===== config.mk =====
export PLATFORM = sky130hd
export DESIGN_NAME = mc_control_fsm
export DESIGN_NICKNAME = d
export VERILOG_FILES = /design/src/rtl/mc_control_fsm_pkg.sv /design/src/rtl/mc_alu_decoder.sv /design/src/rtl/mc_control_fsm.sv
export SDC_FILE = /design/constraint.sdc
export NUM_CORES = 1
export LEC_CHECK = 0
export ABC_CLOCK_PERIOD_IN_PS = 1500
export CAP_MARGIN = 20
export CORE_MARGIN = 1
export CORE_UTILIZATION = 39
export CTS_CLUSTER_DIAMETER = 80
export DETAILED_ROUTE_END_ITERATION = 8
export PLACE_DENSITY = 0.84
export SETUP_SLACK_MARGIN = 0.4
export SYNTH_ARGS = -nofsm -noshare
export SYNTH_HDL_FRONTEND = slang
export SYNTH_SLANG_ARGS = --single-unit

===== constraint.sdc =====
create_clock -name i_clk -period 1.5 [get_ports i_clk]
set_input_delay 0.375 -clock i_clk [delete_from_list [all_inputs] [get_ports i_clk]]
set_output_delay 0.375 -clock i_clk [all_outputs]
set_load 0.05 [all_outputs]

===== src/rtl/mc_control_fsm_pkg.sv =====
// Shared types for the multi-cycle RISC-V control path: opcodes, ALU ops,
// FSM states and datapath mux selects.
package mc_control_fsm_pkg;

    typedef enum logic [6:0] {
        OpLoad  = 7'b0000011,
        OpStore = 7'b0100011,
        OpRType = 7'b0110011,
        OpIType = 7'b0010011,
        OpBType = 7'b1100011,
        OpJal   = 7'b1101111
    } ty_OPCODE;

    typedef enum logic [3:0] {
        AluAdd = 4'b0000,
        AluSub = 4'b1000,
        AluXor = 4'b0100,
        AluOr  = 4'b0110,
        AluAnd = 4'b0111
    } ty_ALU_OP;

    typedef enum logic [3:0] {
        StFetch,
        StDecode,
        StMemAdr,
        StMemRead,
        StMemWb,
        StMemWrite,
        StExecuteR,
        StExecuteI,
        StAluWb,
        StBeq,
        StJal
    } ty_STATE;

    typedef enum logic [1:0] {
        ResAluOut     = 2'b00,
        ResDataMemory = 2'b01,
        ResAluResult  = 2'b10
    } ty_RESULT_SRC;

    typedef enum logic [1:0] {
        SrcAPc    = 2'd0,
        SrcAOldPc = 2'd1,
        SrcARd1   = 2'd2
    } ty_ALU_SRC_A;

    typedef enum logic [1:0] {
        SrcBRd2  = 2'd0,
        SrcBImm  = 2'd1,
        SrcBFour = 2'd2
    } ty_ALU_SRC_B;

endpackage


===== src/rtl/mc_alu_decoder.sv =====
// Combinational funct3/funct7b5 decode to an ALU operation; I-type ignores
// funct7b5 so that ADDI never turns into a subtract.
module mc_alu_decoder
    import mc_control_fsm_pkg::*;
(
    input  logic [2:0] i_funct3,
    input  logic       i_funct7b5,
    input  logic       i_is_r_type,
    output ty_ALU_OP   o_alu_op
);

    always_comb begin
        o_alu_op = AluAdd;
        case (i_funct3)
            3'b000:  o_alu_op = (i_is_r_type && i_funct7b5) ? AluSub : AluAdd;
            3'b100:  o_alu_op = AluXor;
            3'b110:  o_alu_op = AluOr;
            3'b111:  o_alu_op = AluAnd;
            default: o_alu_op = AluAdd;
        endcase
    end

endmodule


===== src/rtl/mc_control_fsm.sv =====
// Main control FSM of the multi-cycle core: sequences fetch/decode/execute over a
// shared memory and stalls fetch, load and store on the memory-ready handshake.
module mc_control_fsm
    import mc_control_fsm_pkg::*;
#(
    parameter int unsigned RESET_TO_FETCH = 1,
    parameter bit          CHECK_ILLEGAL  = 1'b1
) (
    input  logic       i_clk,
    input  logic       i_rst_n,
    input  logic [6:0] i_opcode,
    input  logic [2:0] i_funct3,
    input  logic       i_funct7b5,
    input  logic       i_zero,
    input  logic       i_memReady,
    output logic       o_pcWrite,
    output logic       o_adrSrc,
    output logic       o_memWrite,
    output logic       o_irWrite,
    output logic       o_regWrite,
    output logic [1:0] o_resultSrc,
    output logic [1:0] o_aluSrcA,
    output logic [1:0] o_aluSrcB,
    output logic [3:0] o_aluControl,
    output logic       o_retire,
    output logic       o_illegal
);

    ty_STATE  r_state;
    ty_STATE  w_state_next;
    ty_ALU_OP w_alu_op;
    logic     w_is_r_type;
    logic     w_opcode_legal;

    generate
        if (RESET_TO_FETCH != 1) begin : g_bad_reset_state
            $error("mc_control_fsm: only RESET_TO_FETCH = 1 is supported");
        end
    endgenerate

    assign w_is_r_type    = (r_state == StExecuteR);
    assign w_opcode_legal = i_opcode inside {OpLoad, OpStore, OpRType, OpIType, OpBType, OpJal};

    mc_alu_decoder u_alu_decoder (
        .i_funct3    (i_funct3),
        .i_funct7b5  (i_funct7b5),
        .i_is_r_type (w_is_r_type),
        .o_alu_op    (w_alu_op)
    );

    always_ff @(posedge i_clk) begin
        if (!i_rst_n) begin
            r_state <= StFetch;
        end else begin
            r_state <= w_state_next;
        end
    end

    always_comb begin
        w_state_next = StFetch;
        case (r_state)
            StFetch:    w_state_next = i_memReady ? StDecode : StFetch;
            StDecode: begin
                case (i_opcode)
                    OpLoad, OpStore: w_state_next = StMemAdr;
                    OpRType:         w_state_next = StExecuteR;
                    OpIType:         w_state_next = StExecuteI;
                    OpBType:         w_state_next = StBeq;
                    OpJal:           w_state_next = StJal;
                    default:         w_state_next = StFetch;
                endcase
            end
            StMemAdr:   w_state_next = (i_opcode == OpStore) ? StMemWrite : StMemRead;
            StMemRead:  w_state_next = i_memReady ? StMemWb : StMemRead;
            StMemWb:    w_state_next = StFetch;
            StMemWrite: w_state_next = i_memReady ? StFetch : StMemWrite;
            StExecuteR: w_state_next = StAluWb;
            StExecuteI: w_state_next = StAluWb;
            StAluWb:    w_state_next = StFetch;
            StBeq:      w_state_next = StFetch;
            StJal:      w_state_next = StAluWb;
            default:    w_state_next = StFetch;
        endcase
    end

    always_comb begin
        o_pcWrite    = 1'b0;
        o_adrSrc     = 1'b0;
        o_memWrite   = 1'b0;
        o_irWrite    = 1'b0;
        o_regWrite   = 1'b0;
        o_resultSrc  = ResAluOut;
        o_aluSrcA    = SrcAPc;
        o_aluSrcB    = SrcBRd2;
        o_aluControl = AluAdd;
        o_retire     = 1'b0;
        o_illegal    = 1'b0;
        case (r_state)
            StFetch: begin
                o_aluSrcB   = SrcBFour;
                o_resultSrc = ResAluResult;
                o_irWrite   = i_memReady;
                o_pcWrite   = i_memReady;
            end
            // Branch/jump target is precomputed here into ALUOut.
            StDecode: begin
                o_aluSrcA = SrcAOldPc;
                o_aluSrcB = SrcBImm;
                o_illegal = CHECK_ILLEGAL && !w_opcode_legal;
            end
            StMemAdr: begin
                o_aluSrcA = SrcARd1;
                o_aluSrcB = SrcBImm;
            end
            StMemRead: o_adrSrc = 1'b1;
            StMemWb: begin
                o_resultSrc = ResDataMemory;
                o_regWrite  = 1'b1;
                o_retire    = 1'b1;
            end
            StMemWrite: begin
                o_adrSrc   = 1'b1;
                o_memWrite = 1'b1;
                o_retire   = i_memReady;
            end
            StExecuteR: begin
                o_aluSrcA    = SrcARd1;
                o_aluControl = w_alu_op;
            end
            StExecuteI: begin
                o_aluSrcA    = SrcARd1;
                o_aluSrcB    = SrcBImm;
                o_aluControl = w_alu_op;
            end
            StAluWb: begin
                o_regWrite = 1'b1;
                o_retire   = 1'b1;
            end
            StBeq: begin
                o_aluSrcA    = SrcARd1;
                o_aluControl = AluSub;
                o_pcWrite    = i_zero;
                o_retire     = 1'b1;
            end
            StJal: begin
                o_aluSrcA = SrcAOldPc;
                o_aluSrcB = SrcBFour;
                o_pcWrite = 1'b1;
            end
            default: ;
        endcase
    end

endmodule

==> flow_summary.ini, run 1 <==
[outcome]
error = [ERROR DPL-0033] detailed placement checks failed during check placement.
lastStage = 3_5_place_dp
status = aborted with a tool error

[floorplan]
dieWidth_um = 42.2
die_y_um = 42.2
ios = 32
initial_core_util_pct = 41.8
rows = 14

[synth]
synth_cell_types = 36
ys_seq_area_share_pct = 12.7
yosysWarnings = 0
netlist_area_um2 = 629
syn_inst = 93
ys_seq_elements = 4
synth_fp_nets = 108
syn-mean-instance-area_um2 = 6.77

[placement]
dp_hpwl_um = 3170
portBuffers = 31
gp_congestion = 0.937
cell usage after synthesis:
| cell | n | area [um2] |
|---|---|---|
| nor3b_1 | 3 | 22.5 |
| a21boi_0 | 1 | 7.51 |
| nand3_1 | 4 | 20.0 |
| a2bb2oi_1 | 1 | 8.76 |
| nand2_1 | 4 | 15.0 |
| nor2_1 | 8 | 30.0 |
| a21oi_1 | 10 | 50.1 |
| and2b_1 | 1 | 7.51 |
| inv_2 | 1 | 3.75 |
| xor2_1 | 1 | 8.76 |
| a31oi_1 | 1 | 6.26 |
| nand2b_1 | 4 | 25.0 |
| a211o_1 | 1 | 8.76 |
| xnor2_1 | 2 | 17.5 |
| a211oi_1 | 1 | 7.51 |
| nand3b_1 | 2 | 15.0 |
| and3_1 | 2 | 12.5 |
| nor4b_1 | 1 | 8.76 |
| nor3_1 | 5 | 25.0 |
| or2_1 | 1 | 6.26 |
| nand2b_4 | 1 | 13.8 |
| o21ai_0 | 7 | 35.0 |
| a22o_1 | 1 | 8.76 |
| and2_1 | 3 | 18.8 |
| a31o_1 | 1 | 8.76 |
| nor4_1 | 1 | 6.26 |
| nor2b_1 | 7 | 43.8 |
| inv_1 | 1 | 3.75 |
| nor2_2 | 1 | 6.26 |
| buf_2 | 3 | 15.0 |
| buf_4 | 3 | 22.5 |
| o21ai_1 | 3 | 15.0 |
| dfxtp_1 | 4 | 80.1 |
| buf_6 | 1 | 11.3 |
| nor4_2 | 1 | 12.5 |
| nor4_4 | 1 | 21.3 |
logic make-up after synthesis:
kind of cell	synth area share, %
flops	12.7
compound gates	24.9
buf+inv	8.94
xor+xnor	4.18
simple gates	49.3
stage by stage:
| step | TNS [ns] | cells | setup WS, ns | hold slack, ns | cell area [um2] |
|---|---|---|---|---|---|
| global placement | -3.16 | 163 | -0.459 | 0.696 | 1490 |
| floorplan | -1.25 | 93 | -0.414 | 0.544 | 872 |
==> inputs of run 2 (changes only) <==
--- a/config.mk
+++ b/config.mk
@@ -7,12 +7,10 @@
 export LEC_CHECK = 0
 export ABC_CLOCK_PERIOD_IN_PS = 1500
 export CAP_MARGIN = 20
-export CORE_MARGIN = 1
-export CORE_UTILIZATION = 39
-export CTS_CLUSTER_DIAMETER = 80
+export CORE_AREA = 2 2 63 65
 export DETAILED_ROUTE_END_ITERATION = 8
-export PLACE_DENSITY = 0.84
-export SETUP_SLACK_MARGIN = 0.4
+export DIE_AREA = 0 0 65 67
+export PLACE_DENSITY_LB_ADDON = 0.15
 export SYNTH_ARGS = -nofsm -noshare
 export SYNTH_HDL_FRONTEND = slang
 export SYNTH_SLANG_ARGS = --single-unit
==> flow_summary.ini, run 2 <==
[outcome]
status = finished with violations
violations = setup timing

[placement]
gp_congestion = 0.749
dpl_cell_area_um2 = 1500
dp_hpwl_um = 1870
portBuffers = 31

[clock_network]
clock_latency_ns = 0.21
clock-sinks = 4
htreeDepth = 1
clkSlewWorstSetupHoldPaths_ns = 0.03
root_buffer = clkbuf_8
numCtsBuffers = 3
hold_buffers = 0
clk_path_buf_depth = 2
cts_tree = yes

[global_routing]
antenna_found_initial = 0
grt_pass1_vias = 852
grt_pass1_wl_um = 3760
grt_max_degree = 14
grt_overflow = 0
grtUsageTotal_pct = 11.0

[pwr]
power_frac_seq_pct = 17.8
switching_share_pct = 31.5
p_clk_share_pct = 35.7
powerDensity_nw_per_um2 = 365
p_sw_uw = 196
p_int_uw = 426
power_uw = 622
peakVddDrop_mv = 0.390
leakagePower_uw = 0.000687
combPwrFrac_pct = 46.5

[floorplan]
dieWidth_um = 65
die_y_um = 67
die_area_um2 = 4360
rows = 22
placeableCoreArea_um2 = 3610
ios = 32
initial_core_util_pct = 17.5

[finish]
reg.largest.list = r_state: 4 flops
top_register = r_state
largest_reg_flops = 4
diodes = 0
layout_commonest_cell = buf_4
final_nets = 179
final_cell_mix = buf_4 (36), buf_6 (11), buf_12 (11), a21oi_1 (7), dlygate4sd2_1 (7)
area_growth_pct = 171
drive_gt1_share_pct = 69.1
post-route-util_pct = 47.3
finalInstanceArea_um2 = 1710

[worst_setup_path]
path_cells = buf_4 > inv_2 > o21ai_1 > buf_4 > o21ai_4 > buf_12
critPathMaxStageDelay_ns = 0.40
cp_max_fo = 6
crit_required_ns = 1.12
crit_arrival_ns = 1.33
crit_type = reg -> out
worst_path_most_repeated_cell = buf_4
end_kind = output port
critPathSlowestCell = dfxtp_4
worst_setup_path_start_kind = register

[routing]
drc = 0
drt_wl_total_um = 2370
highest_layer = met3
antenna_left = 0
wl_met2_um = 1220
drt-met1-wl_um = 1020
avgViaCountPerCell = 4.37
dr.pass1.iters = 4
post_drt_wl_per_cell_um = 11.3
num_vias = 918
routed-wl-met3_um = 131
first_iter_violations = 35

[synth]
synth-edff-count = 0
synth_cell_types = 36
yosysWarnings = 0
syn_inst = 93
synth_fp_nets = 108
ys_seq_area_share_pct = 12.7
synth.most_common_cell = a21oi_1
synth_largest_area_cell = dfxtp_1
synth_area_leaders = dfxtp_1 (13%), a21oi_1 (8.0%), nor2b_1 (7.0%), o21ai_0 (5.6%), nor2_1 (4.8%)
synthArstFlopShare_pct = 0
syn-mean-instance-area_um2 = 6.77
synth_flop_cell = dfxtp_1
yosys-top-cells-count = a21oi_1 (10), nor2_1 (8), nor2b_1 (7), o21ai_0 (7), nor3_1 (5)
synth_top_area_share_pct = 12.7
netlist_area_um2 = 629
ys_seq_elements = 4

[timing]
report.final.slew_viol_count = 0
setup_slack_ns = -0.202
tightestPinTransition_ns = 0.263
fmax_ghz = 0.587
finalHoldViolCount = 0
setup_violations = 17
max_slew_margin_pct = 82.3
whs_ns = 0.602
period_share_pct = 113
rsz0062_at_grt = true
fin_crit_ns = 1.70
skew_ns = 0.00173
fin_tns_setup_ns = -2.53

[run]
cap_violations = 0

[hold_path]
hold_class = in -> reg
## run 2: cell counts after synthesis
No cell type changed its count.
## run 2: critical path: cells and delay by family, from the launching register on
family,cells,cell delay (ns)
buffers and inverters,4,0.51
DFF,1,0.40
AOI/OAI and AO/OA,2,0.21
## run 2: logic make-up (layout without fill, tap and decap cells)
family,count (synthesis),count (layout),share of synthesized area (%)
AOI/OAI and AO/OA,27,27,24.9
xor gates and xnor gates,3,3,4.18
buffers and inverters,9,78,8.94
DFF,4,4,12.7
and+or+nand+nor,50,50,49.3
## run 2: area by class of cell
class | instances | area (um2)
Inverter | 2 | 7.51
Sequential cell | 4 | 92.6
Timing Repair Buffer | 73 | 762
Tap cell | 48 | 60.1
Fill cell | 358 | 1900
Multi-Input combinational cell | 80 | 742
Clock buffer | 3 | 41.3
## run 2: routing by layer
metal  GRT usage (%)  vias up
met4               0        0
li1                -      468
met1            13.2      428
met3            3.72        0
met5               0        -
met2            20.0       22
## run 2: worst paths after layout
check | cells after the start | end | from | slack (ns)
max | 6 | o_aluSrcA[1] | r_state[0]$_SDFF_PN0_ | -0.20
min reg2reg | 3 | r_state[3]$_SDFF_PN0_ | r_state[1]$_SDFF_PN0_ | 0.67
min | 5 | r_state[0]$_SDFF_PN0_ | i_opcode[3] | 0.60
max reg2reg | 7 | r_state[2]$_SDFF_PN0_ | r_state[0]$_SDFF_PN0_ | 0.01
## run 2: what timing repair did
item / 4_1_cts / 5_1_grt
setup endpoints to repair: 19 / 18
resized for setup: 39 / 19
buffers inserted: 1 / 6
pin swaps: 12 / 10
## run 2: power groups by stage
stage	logic (uW)	registers (uW)	clock network, uW
final	289	111	222
after global routing	307	111	243
after CTS	275	113	228
after detailed placement	272	117	0
after global placement	269	116	0
after floorplan	130	115	0
## run 2: per-stage QoR
stage                     setup slack (ns)  std cells
after detailed placement            -0.487        200
after global placement              -0.486        200
after floorplan                     -0.414         93
after CTS                           -0.211        204
after global routing                -0.261        210
final                               -0.202        210
No activity file was read; power rests on OpenSTA's default activity.
==> inputs of run 3 (changes only) <==
--- a/config.mk
+++ b/config.mk
@@ -7,6 +7,8 @@
 export LEC_CHECK = 0
 export ABC_CLOCK_PERIOD_IN_PS = 1500
 export CAP_MARGIN = 20
+export CELL_PAD_IN_SITES_DETAIL_PLACEMENT = 0
+export CELL_PAD_IN_SITES_GLOBAL_PLACEMENT = 1
 export CORE_AREA = 2 2 63 65
 export DETAILED_ROUTE_END_ITERATION = 8
 export DIE_AREA = 0 0 65 67
==> flow_summary.ini, run 3 (synthesized netlist as in run 2, its figures left out) <==
[outcome]
status = finished with violations
violations = setup timing

[finish]
fillCellCount = 349
reg.largest.list = r_state: 4 flops
layout_commonest_cell = buf_4
final_nets = 177
largest_reg_flops = 4
area_growth_pct = 175
top_register = r_state
diodes = 0
final_cell_mix = buf_4 (28), buf_6 (17), buf_12 (11), a21oi_1 (7), nor2_4 (6)
drive_gt1_share_pct = 70.0
final_cell_count_no_fill = 208

[pwr]
peakVddDrop_mv = 0.251
leakagePower_uw = 0.000690
power_uw = 622
powerDensity_nw_per_um2 = 359

[hold_path]
hold_class = in -> reg

[floorplan]
rows = 22
placeableCoreArea_um2 = 3610
dieWidth_um = 65
die_y_um = 67
ios = 32
die_area_um2 = 4360
initial_core_util_pct = 17.5

[clock_network]
hold_buffers = 0
root_buffer = clkbuf_8
numCtsBuffers = 3
clock-sinks = 4
clock_latency_ns = 0.22
htreeDepth = 1
clk_path_buf_depth = 2
cts_tree = yes
clkSlewWorstSetupHoldPaths_ns = 0.03

[timing]
finalHoldViolCount = 0
setup_slack_ns = -0.211
whs_ns = 0.516
report.final.slew_viol_count = 0
max_slew_margin_pct = 78.0
fin_crit_ns = 1.71
fmax_ghz = 0.585
period_share_pct = 114
rsz0062_at_grt = true
tightestPinTransition_ns = 0.328
setup_violations = 17
fin_tns_setup_ns = -2.55
skew_ns = 0.000613

[worst_setup_path]
end_kind = output port
ff2ff_setup_slack_ns = 0.19
cp_max_fo = 6
crit_type = reg -> out
worst_setup_path_start_kind = register
crit_required_ns = 1.12
crit_arrival_ns = 1.34

[routing]
post_drt_wl_per_cell_um = 11.7
drc = 0
num_vias = 921
avgViaCountPerCell = 4.43
dr.pass1.iters = 4
drt_wl_total_um = 2430
first_iter_violations = 14
antenna_left = 0

[global_routing]
grt_max_degree = 12
grt_pass1_vias = 963
antenna_found_initial = 0
grt_pass1_wl_um = 4220
grtUsageTotal_pct = 12.3
grt_overflow = 0

[run]
cap_violations = 0

[placement]
portBuffers = 31
dp.cells = 200
gp_congestion = 0.742
dp_hpwl_um = 1900
run 3: cell types whose count changed in the layout (fill, tap and decap cells not counted), moves of 2 or more:
cell / before / now
dlygate4sd2_1: 7 / 5
buf_4: 36 / 28
buf_6: 11 / 17
xnor2_1: 2 / 0
buf_2: 0 / 2
run 3: worst paths after layout:
path                         startpoint                     to  depth (start not counted)
setup reg to reg  r_state[1]$_SDFF_PN0_  r_state[0]$_SDFF_PN0_                          5
hold reg to reg   r_state[1]$_SDFF_PN0_  r_state[3]$_SDFF_PN0_                          3
setup / recovery  r_state[3]$_SDFF_PN0_             o_regWrite                          5
hold / removal              i_opcode[3]  r_state[0]$_SDFF_PN0_                          4
run 3: where the power goes:
part | internal [uW] | leakage [uW] | switching, uW | total (uW)
sequential | 105 | 0.0000352 | 6.68 | 112
combinational | 143 | 0.000633 | 141 | 284
clock | 171 | 0.0000216 | 54.7 | 226
total | 420 | 0.000690 | 202 | 622
run 3: metal layers:
layer  up-vias  part of all wire (%)  track usage, %
met5         -                     0               0
met1       429                    42            13.8
li1        470                     -               -
met3         2                   2.9            1.52
met4         0                  0.45            3.19
met2        20                    54            24.1
run 3: repair_timing:
| action | 4_1_cts | 5_1_grt |
|---|---|---|
| resized for setup | 58 | 14 |
| endpoints found under the setup margin | 19 | 17 |
| pin swaps | 14 | 9 |
| buffers inserted | 5 | 1 |
run 3: worst max-delay path, cell delays in order, from the launching register on:
cell	delay (ns)
dfxtp_2	0.33
buf_6	0.13
buf_4	0.11
nand2b_2	0.07
a211oi_2	0.30
buf_12	0.18
run 3: area by class of cell:
cell class                      instances  area (um2)  area share (%)
Clock buffer                            3        41.3            2.38
Inverter                                2        7.51           0.433
Multi-Input combinational cell         80         779            45.0
Sequential cell                         4        92.6            5.34
Tap cell                               48        60.1            3.47
Timing Repair Buffer                   71         752            43.4
run 3: per-stage QoR:
step	instance area, um2	util (%)	setup slack (ns)
after floorplan	831	-	-0.414
after global placement	1480	41.1	-0.491
after detailed placement	1480	41.1	-0.523
after CTS	1710	47.5	-0.219
after global routing	1730	48.1	-0.250
final	1730	48.1	-0.211
